$ cat src/rtl/button_debounce_pulse_pkg.sv
// Shared types and defaults for the pushbutton debounce front end.
// Optional build macro: DEBOUNCE_RELEASE_PULSE_EN (consumed by the interface and top).
package debounce_pkg;

    typedef enum logic [1:0] {
        IDLE      = 2'd0,
        ARMING    = 2'd1,
        HELD      = 2'd2,
        DISARMING = 2'd3
    } deb_state_e;

    localparam int unsigned STABLE_CYCLES_DEFAULT = 1000000;

    // Stability counter width; a 1-bit counter is the floor.
    function automatic int unsigned cnt_width(input int unsigned n);
        return (n <= 2) ? 1 : $clog2(n);
    endfunction

endpackage

$ cat src/rtl/button_debounce_pulse_if.sv
// Button-side signal bundle for button_debounce_pulse.
// btn_release exists only when DEBOUNCE_RELEASE_PULSE_EN is defined.
interface button_debounce_pulse_if;
    logic btn_in;
    logic btn_level;
    logic btn_press;
`ifdef DEBOUNCE_RELEASE_PULSE_EN
    logic btn_release;

    modport master (output btn_in, input btn_level, input btn_press, input btn_release);
    modport slave  (input btn_in, output btn_level, output btn_press, output btn_release);
`else
    modport master (output btn_in, input btn_level, input btn_press);
    modport slave  (input btn_in, output btn_level, output btn_press);
`endif
endinterface

$ cat src/rtl/button_debounce_pulse_sync_2ff.sv
// Two-flop synchronizer with synchronous active-high reset; reused by other input stages.
// Unaffected by DEBOUNCE_RELEASE_PULSE_EN.
module sync_2ff (
    input  logic clk,
    input  logic reset,
    input  logic async_in,
    output logic sync_out
);
    logic s1_q, s1_d;
    logic s2_q, s2_d;

    always_comb begin
        s1_d = async_in;
        s2_d = s1_q;
    end

    always_ff @(posedge clk) begin
        if (reset) begin
            s1_q <= 1'b0;
            s2_q <= 1'b0;
        end else begin
            s1_q <= s1_d;
            s2_q <= s2_d;
        end
    end

    assign sync_out = s2_q;
endmodule

$ cat src/rtl/button_debounce_pulse.sv
// Pushbutton debouncer: 2-flop sync, saturating stability counter, 4-state FSM.
// Define DEBOUNCE_RELEASE_PULSE_EN to add the btn_release pulse output.
//
//   state     | meaning
//   ----------+----------------------------------------------------
//   IDLE      | level 0, waiting for synced input to go high
//   ARMING    | input high, counting toward acceptance of a press
//   HELD      | level 1, waiting for synced input to go low
//   DISARMING | input low, counting toward acceptance of a release
module button_debounce_pulse
    import debounce_pkg::*;
#(
    parameter int unsigned STABLE_CYCLES = STABLE_CYCLES_DEFAULT
) (
    input  logic                    clk,
    input  logic                    reset,
    button_debounce_pulse_if.slave  bus
);
    localparam int unsigned     CNT_W    = cnt_width(STABLE_CYCLES);
    localparam logic [CNT_W-1:0] CNT_LAST = CNT_W'(STABLE_CYCLES - 1);

    logic             btn_sync;
    deb_state_e       state_q, state_d;
    logic [CNT_W-1:0] cnt_q, cnt_d;
    logic             level_q, level_d;
    logic             press_q, press_d;
`ifdef DEBOUNCE_RELEASE_PULSE_EN
    logic             release_q, release_d;
`endif

    sync_2ff u_sync (
        .clk      (clk),
        .reset    (reset),
        .async_in (bus.btn_in),
        .sync_out (btn_sync)
    );

    always_comb begin
        state_d   = state_q;
        cnt_d     = cnt_q;
        level_d   = level_q;
        press_d   = 1'b0;
`ifdef DEBOUNCE_RELEASE_PULSE_EN
        release_d = 1'b0;
`endif
        case (state_q)
            IDLE: begin
                if (btn_sync) begin
                    state_d = ARMING;
                    cnt_d   = '0;
                end
            end
            ARMING: begin
                // A drop back to 0 is a bounce: restart from the stable low state.
                if (!btn_sync) begin
                    state_d = IDLE;
                    cnt_d   = '0;
                end else if (cnt_q == CNT_LAST) begin
                    state_d = HELD;
                    level_d = 1'b1;
                    press_d = 1'b1;
                    cnt_d   = '0;
                end else begin
                    cnt_d = cnt_q + 1'b1;
                end
            end
            HELD: begin
                if (!btn_sync) begin
                    state_d = DISARMING;
                    cnt_d   = '0;
                end
            end
            DISARMING: begin
                if (btn_sync) begin
                    state_d = HELD;
                    cnt_d   = '0;
                end else if (cnt_q == CNT_LAST) begin
                    state_d   = IDLE;
                    level_d   = 1'b0;
`ifdef DEBOUNCE_RELEASE_PULSE_EN
                    release_d = 1'b1;
`endif
                    cnt_d     = '0;
                end else begin
                    cnt_d = cnt_q + 1'b1;
                end
            end
            default: begin
                state_d = IDLE;
                cnt_d   = '0;
            end
        endcase
    end

    always_ff @(posedge clk) begin
        if (reset) begin
            state_q   <= IDLE;
            cnt_q     <= '0;
            level_q   <= 1'b0;
            press_q   <= 1'b0;
`ifdef DEBOUNCE_RELEASE_PULSE_EN
            release_q <= 1'b0;
`endif
        end else begin
            state_q   <= state_d;
            cnt_q     <= cnt_d;
            level_q   <= level_d;
            press_q   <= press_d;
`ifdef DEBOUNCE_RELEASE_PULSE_EN
            release_q <= release_d;
`endif
        end
    end

    assign bus.btn_level   = level_q;
    assign bus.btn_press   = press_q;
`ifdef DEBOUNCE_RELEASE_PULSE_EN
    assign bus.btn_release = release_q;
`endif
endmodule
$ cat src/flat_wrapper.sv
// flat-port wrapper written by rule: the top's interface ports become plain ports
module button_debounce_pulse_flat import debounce_pkg::*;
#(
    parameter int unsigned STABLE_CYCLES = STABLE_CYCLES_DEFAULT
)
  (clk, reset, bus_btn_in, bus_btn_level, bus_btn_press);
  button_debounce_pulse_if bus_i ();
  input  logic clk;
  input  logic reset;
  input wire logic [$bits(bus_i.btn_in)-1:0] bus_btn_in;
  output wire logic [$bits(bus_i.btn_level)-1:0] bus_btn_level;
  output wire logic [$bits(bus_i.btn_press)-1:0] bus_btn_press;
  assign bus_i.btn_in = bus_btn_in;
  assign bus_btn_level = bus_i.btn_level;
  assign bus_btn_press = bus_i.btn_press;
  button_debounce_pulse #(.STABLE_CYCLES(STABLE_CYCLES)) u_core (.clk(clk), .reset(reset), .bus(bus_i));
endmodule
$ cat config.mk
export PLATFORM = sky130hd
export DESIGN_NAME = button_debounce_pulse_flat
export DESIGN_NICKNAME = d
export VERILOG_FILES = /design/src/rtl/button_debounce_pulse_pkg.sv /design/src/rtl/button_debounce_pulse_if.sv /design/src/rtl/button_debounce_pulse_sync_2ff.sv /design/src/rtl/button_debounce_pulse.sv /design/src/flat_wrapper.sv
export SDC_FILE = /design/constraint.sdc
export NUM_CORES = 1
export LEC_CHECK = 0
export ABC_AREA = 1
export CAP_MARGIN = 20
export CORE_MARGIN = 2
export CORE_UTILIZATION = 25
export DETAILED_ROUTE_END_ITERATION = 16
export GPL_TIMING_DRIVEN = 0
export PLACE_DENSITY = 0.35
export SLEW_MARGIN = 10
export SYNTH_ARGS = -nofsm -noshare
export SYNTH_HDL_FRONTEND = slang
export SYNTH_HIERARCHICAL = 1
export SYNTH_SLANG_ARGS = --single-unit
$ cat constraint.sdc
create_clock -name clk -period 2.2 [get_ports clk]
set_clock_uncertainty 0.1 [all_clocks]
set_input_delay 0.44 -clock clk [delete_from_list [all_inputs] [get_ports clk]]
set_output_delay 0.44 -clock clk [all_outputs]
set_load 0.005 [all_outputs]
# Word-level counts from Yosys, hierarchy flattened
# Cells that the tools add are included.
dict set report word_totals {
  output_inout_bits 2
  inputBits 3
  register_bits 26
  elab_cells 46
}
dict set report classes {
  eq_ne 12
  bitwise_logic 2
  muxes 19
  n_addsub 1
  reduce_logical 6
}
# operator n
set op_table {}
lappend op_table {{2-to-1 mux 20 bit} 5}
lappend op_table {{one-hot mux 20 bit (4 select lines)} 1}
lappend op_table {{adder 20 x 1 -> 20 bit, second input constant} 1}
lappend op_table {{equality test 20 bit, second input constant} 1}
lappend op_table {{2-to-1 mux 2 bit} 6}
lappend op_table {{inequality test 2 bit, second input constant} 4}
lappend op_table {{one-hot mux 2 bit (4 select lines)} 1}
lappend op_table {{inequality test 3 x 2 -> 1 bit, second input constant} 2}
lappend op_table {{2-to-1 mux 1 bit} 5}
lappend op_table {{AND reduction 5 bit} 1}
lappend op_table {{equality test 2 bit, second input constant} 2}
lappend op_table {{inequality test 2 x 1 -> 1 bit, second input constant} 2}
lappend op_table {{AND reduction 4 bit} 1}
lappend op_table {{OR reduction 3 bit} 1}
lappend op_table {{equality test 2 x 1 -> 1 bit, second input constant} 1}
lappend op_table {{logical NOT 2 bit} 1}
lappend op_table {{inverter 1 bit} 2}
lappend op_table {{one-hot mux 1 bit (2 select lines)} 1}
lappend op_table {{AND reduction 2 bit} 1}
lappend op_table {{nonzero test 2 bit} 1}

# Longest topological paths before layout
# Gate-level depths: netlist of the first run.
dict set report logic_depth {
  depth_word 4
  mapped_depth 11
  mapped_depth_nobuf 11
}

# Cells and area by module
# Netlist of the first run, hierarchy kept.
# mod area_each_um2 n_inst cells_each
set modules_own_cells {}
lappend modules_own_cells {button_debounce_pulse 1400.1 1 227}
lappend modules_own_cells {sync_2ff 55.1 1 6}

# Worst setup path before layout of the first run
# Ideal clock, no wire load.
dict set report synth_path {
  path_type {register to register}
  start {reg u_core.cnt_q[0]}
  end {reg u_core.cnt_q[0]}
  path_buffers 1
  slack_ns 0.573
  arrival_ns 1.412
  period_less_slack_ns 1.627
  setup_time_ns 0.115
  path_stages_with_launch 9
  required_time_ns 1.985
  cell_sequence {dfxtp_1 -> ha_1 -> nand2_2 -> nor3_4 -> nand3_2 -> nand2_2 -> inv_4 -> buf_6 -> o21a_1}
}
dict set report synth_between {
  elab_chain_len 4
}
# item line
set synth_rtl {}
lappend synth_rtl {{start, declared} button_debounce_pulse.sv:24} ;# logic [CNT_W-1:0] cnt_q, cnt_d;
lappend synth_rtl {{start signal, assigned} button_debounce_pulse.sv:106} ;# cnt_q <= cnt_d;
lappend synth_rtl {{adder 20 x 1 -> 20 bit or equality test 20 bit (tied branches)} n/a}
lappend synth_rtl {{2-to-1 mux 20 bit *} {button_debounce_pulse.sv:58, button_debounce_pulse.sv:77}}
lappend synth_rtl {{2-to-1 mux 20 bit (on tied branches)} {button_debounce_pulse.sv:74, button_debounce_pulse.sv:55}}
lappend synth_rtl {{one-hot mux 20 bit (4 select lines) *} button_debounce_pulse.sv:46} ;# case (state_q)
# Mark *: on every way between the ends. The rest lies on a longest branch, timed or not.
# A chain may end at the register's enable or synchronous reset.

# Final worst setup path of the first run
dict set report layout_path {
  start {reg u_core.cnt_q[0]}
  end {reg u_core.cnt_q[18]}
}
# Same word-level chain as after synthesis.

==> key figures, run 1 <==
Run
  – Max_cap viols: 0

Setup path
  – Critical path arrival: 2.03 ns
  – Crit Path Max Fanout: 10
  – Crit path required time: 2.25 ns
  – Critical path's most frequent cell: nand2_2
  – Critical path's slowest cell: dfxtp_1
  – Worst setup path class: reg2reg
  – Worst stage delay on the critical path: 0.45 ns
  – Crit end category: flop
  – Startpoint types: flop
  – Worst-path cell chain: ha_1 -> nand2_2 -> nor3_4 -> nand3_2 -> nand2_2 -> inv_4 -> buf_6 -> nand3_1 -> a21oi_1

Synth
  – Post-synthesis mux area share: 0%
  – Post-synthesis simple-gate area fraction: 40.8%
  – Largest family of logic cells by synthesized area: simple AND/OR/NAND/NOR gates
  – Post-Synth Adder-Cell Area: 0.860%
  – Synthesized net count: 237
  – Post-synth ARST share: 0%
  – Post-Syn Area per Cell: 6.25 um2
  – Area leader, netlist: dfxtp_1
  – Post-synthesis sequential area ratio: 35.8%
  – Synth Instances: 233
  – Post-Synth XOR/XNOR Area: 1.81%
  – Yosys reg bits: 26
  – Synth Area in Compound Gates: 11.5%
  – Synth top area cells: dfxtp_1, nand2_1, nor2_1
  – Main flop type after synthesis: dfxtp_1
  – Most frequent cells after synthesis: nand2_1, nor2_1, dfxtp_1, inv_1, nand3_1
  – Yosys top cell area share: 35.8%
  – Yosys warnings: 6
  – Unique masters post-synth: 29
  – Post-synth EDFFs: 0
  – Count leader, synth: nand2_1
  – Post-Syn Area: 1460 um2

STA
  – Final hold violations: 0
  – Final Setup Violations: 0
  – RSZ-0062 raised after global routing: false
  – Period minus WS final: 1.98 ns
  – Period Utilization, post-route: 89.9%
  – Worst-Margin Slew: 0.502 ns
  – Fmax: 506 MHz
  – Worst slew margin: 66.6%
  – Slew Viols, Final: 0
  – Slack of the critical path: 0.223 ns

Die
  – Die width: 80.3 um
  – # IOs: 5
  – Die area: 6450 um2
  – Die Ht: 80.3 um
  – Initial Util: 26.1%
  – Placement row count: 27
  – Core box area: 5570 um2

CTS
  – H-Tree Depth: 1
  – Root Buffer: clkbuf_8
  – Number of gates resized after cts: 0
  – Worst-path clk slew: 0.11 ns
  – Clock Sinks: 26
  – CTS buffer count: 3
  – CTS tree: built
  – Setup repair bufs after CTS: 0
  – Longest Clk Path Bufs: 2
  – Hold-fix buffers, CTS: 0
  – Clock latency at the later pin of the worst-skew pair: 0.28 ns

Global route
  – GRT Overall Usage: 13.4%
  – Grt total ovfl: 0
  – Vias in the first global route: 1333
  – Initial antenna violation count: 0
  – First-pass GRT wire length: 6580 um
  – Largest net degree at the start of global routing: 16

Power
  – Tot Pwr: 0.941 mW
  – Comb pwr share: 4.7%
  – NetSw: 0.211 mW
  – P per Cell Area: 568 nW/um2
  – Int Power: 0.730 mW
  – Sequential share of power: 50.7%
  – VDD IR max: 280 uV
  – Clk pwr share: 44.6%
  – Switching share of power: 22.4%
  – Pleak: 0.624 nW

Placed design
  – Routability cong.: 0.810
  – Detailed placer's ending HPWL: 2990 um
  – Place WS: -0.0424 ns
  – Port bufs: 4

Cells and area
  – Final nets: 246
  – N_diodes: 0
  – Layout cells sized above 1: 6.22%
  – Area Overhead vs Synth: 13.8%
  – Fillers: 647

Run status
  – Outcome: finished clean

Routing
  – DR vias: 1401
  – Routed len/inst: 12.6 um
  – Final antenna-violating net count: 0
  – TritonRoute pass-1 iters: 4
  – 1st-iter DRT viols: 58
  – Routed WL: 3940 um
  – DRC: 0
  – Vias per cell: 4.48

Hold path
  – Worst hold path class: reg2reg
[cells by family after synthesis]
kind of cell	count (synthesis)
fa+ha+maj	1
simple gates	140
flops	26
buf+inv	33
compound gates	30
xor+xnor	3
[layout by cell type (no fill, tap or decap), drive strengths merged]
cell / n
a21oi: 18
a31o: 1
and3: 1
buf: 2
bufinv: 1
clkbuf: 5
clkdlybuf4s50: 4
clkinv: 2
dfxtp: 26
ha: 1
inv: 27
nand2: 77
nand3: 20
nand3b: 1
nand4: 1
nor2: 34
nor3: 4
nor4: 1
o211ai: 1
o21a: 2
o21ai: 5
o21bai: 2
o22ai: 1
or2: 1
xor2: 3
[layout make-up]
class	count	area, um2	share of cell area [%]
Clock inverter	1	30.0	1.81
Clock buffer	3	41.3	2.49
Multi-Input combinational cell	174	800	48.3
Sequential cell	26	520	31.4
Inverter	29	111	6.72
Timing Repair Buffer	4	40.0	2.42
Buffer	4	23.8	1.44
Tap cell	72	90.1	5.44
[power groups by stage]
| stage | combinational (mW) | clock, mW | sequential (mW) |
|---|---|---|---|
| after floorplan | 0.0273 | 0 | 0.487 |
| after global placement | 0.0464 | 0 | 0.488 |
| after detailed placement | 0.0455 | 0 | 0.488 |
| after CTS | 0.0456 | 0.437 | 0.477 |
| after global routing | 0.0490 | 0.454 | 0.478 |
| final | 0.0442 | 0.420 | 0.477 |
[sequential cells by signal, summed over array words and instances, names as in the netlist, named ones only]
| register | flops |
|---|---|
| u_core/u_sync/sync_out | 1 |
| u_core/bus.btn_press | 1 |
| u_core/cnt_q | 20 |
| u_core/state_q | 1 |
| u_core/u_sync/s1_q | 1 |
| u_core/bus.btn_level | 1 |
[per-layer routing]
metal | share of wire, % | track usage, % | vias to the layer above
met1 | 51 | 18.0 | 630
met3 | 2.7 | 2.81 | 2
met2 | 46 | 22.4 | 14
met5 | 0 | 0 | -
li1 | - | - | 755
met4 | 0.58 | 2.20 | 0
[path summary, 6_finish.rpt]
path | from | to | slack [ns] | cells after the start
worst min register to register | u_core/u_sync/s1_q | u_core/u_sync/sync_out | 0.31 | 2
worst max-delay path | u_core/cnt_q[0] | u_core/cnt_q[18] | 0.22 | 9
worst max register to register | u_core/cnt_q[0] | u_core/cnt_q[18] | 0.22 | 9
worst min-delay path | u_core/u_sync/s1_q | u_core/u_sync/sync_out | 0.31 | 2
[worst max-delay path, delay by kind of cell, from the launching register on]
kind,cells,cell delay (ns)
simple gates,5,0.75
flops,1,0.45
buf+inv,2,0.26
fa+ha+maj,1,0.21
compound gates,1,0.06
[through the flow]
stage / setup TNS (ns) / utilization, % / area, um2 / instances / hold slack [ns]
4_1_cts: 0 / 29.7 / 1660 / 313 / 0.312
5_1_grt: 0 / 29.7 / 1660 / 313 / 0.327
6_report: 0 / 29.7 / 1660 / 313 / 0.311
3_3_place_gp: -0.145 / 28.4 / 1590 / 309 / 0.297
3_5_place_dp: -0.0465 / 28.4 / 1590 / 309 / 0.296
2_1_floorplan: 0 / - / 1460 / 233 / 0.288
Note: power is estimated with default switching activity, not from simulation.
==> run 2: changes to the inputs <==
==> constraint.sdc (replaced) <==
create_clock -name clk -period 2.2 [get_ports clk]
set_clock_uncertainty 0.1 [all_clocks]
set_input_delay 0.55 -clock clk [delete_from_list [all_inputs] [get_ports clk]]
set_output_delay 0.55 -clock clk [all_outputs]
set_load 0.005 [all_outputs]
==> results of run 2 <==
The final DEF is identical to that of run 1. Status: finished clean.
Among the figures that moved: setup slack after placement -0.0424 ns -> -0.152 ns; setup slack after layout 0.223 ns -> 0.151 ns; start point of the critical path u_core/cnt_q[0] -> reset; end point of the critical path u_core/cnt_q[18] -> u_core/bus.btn_level
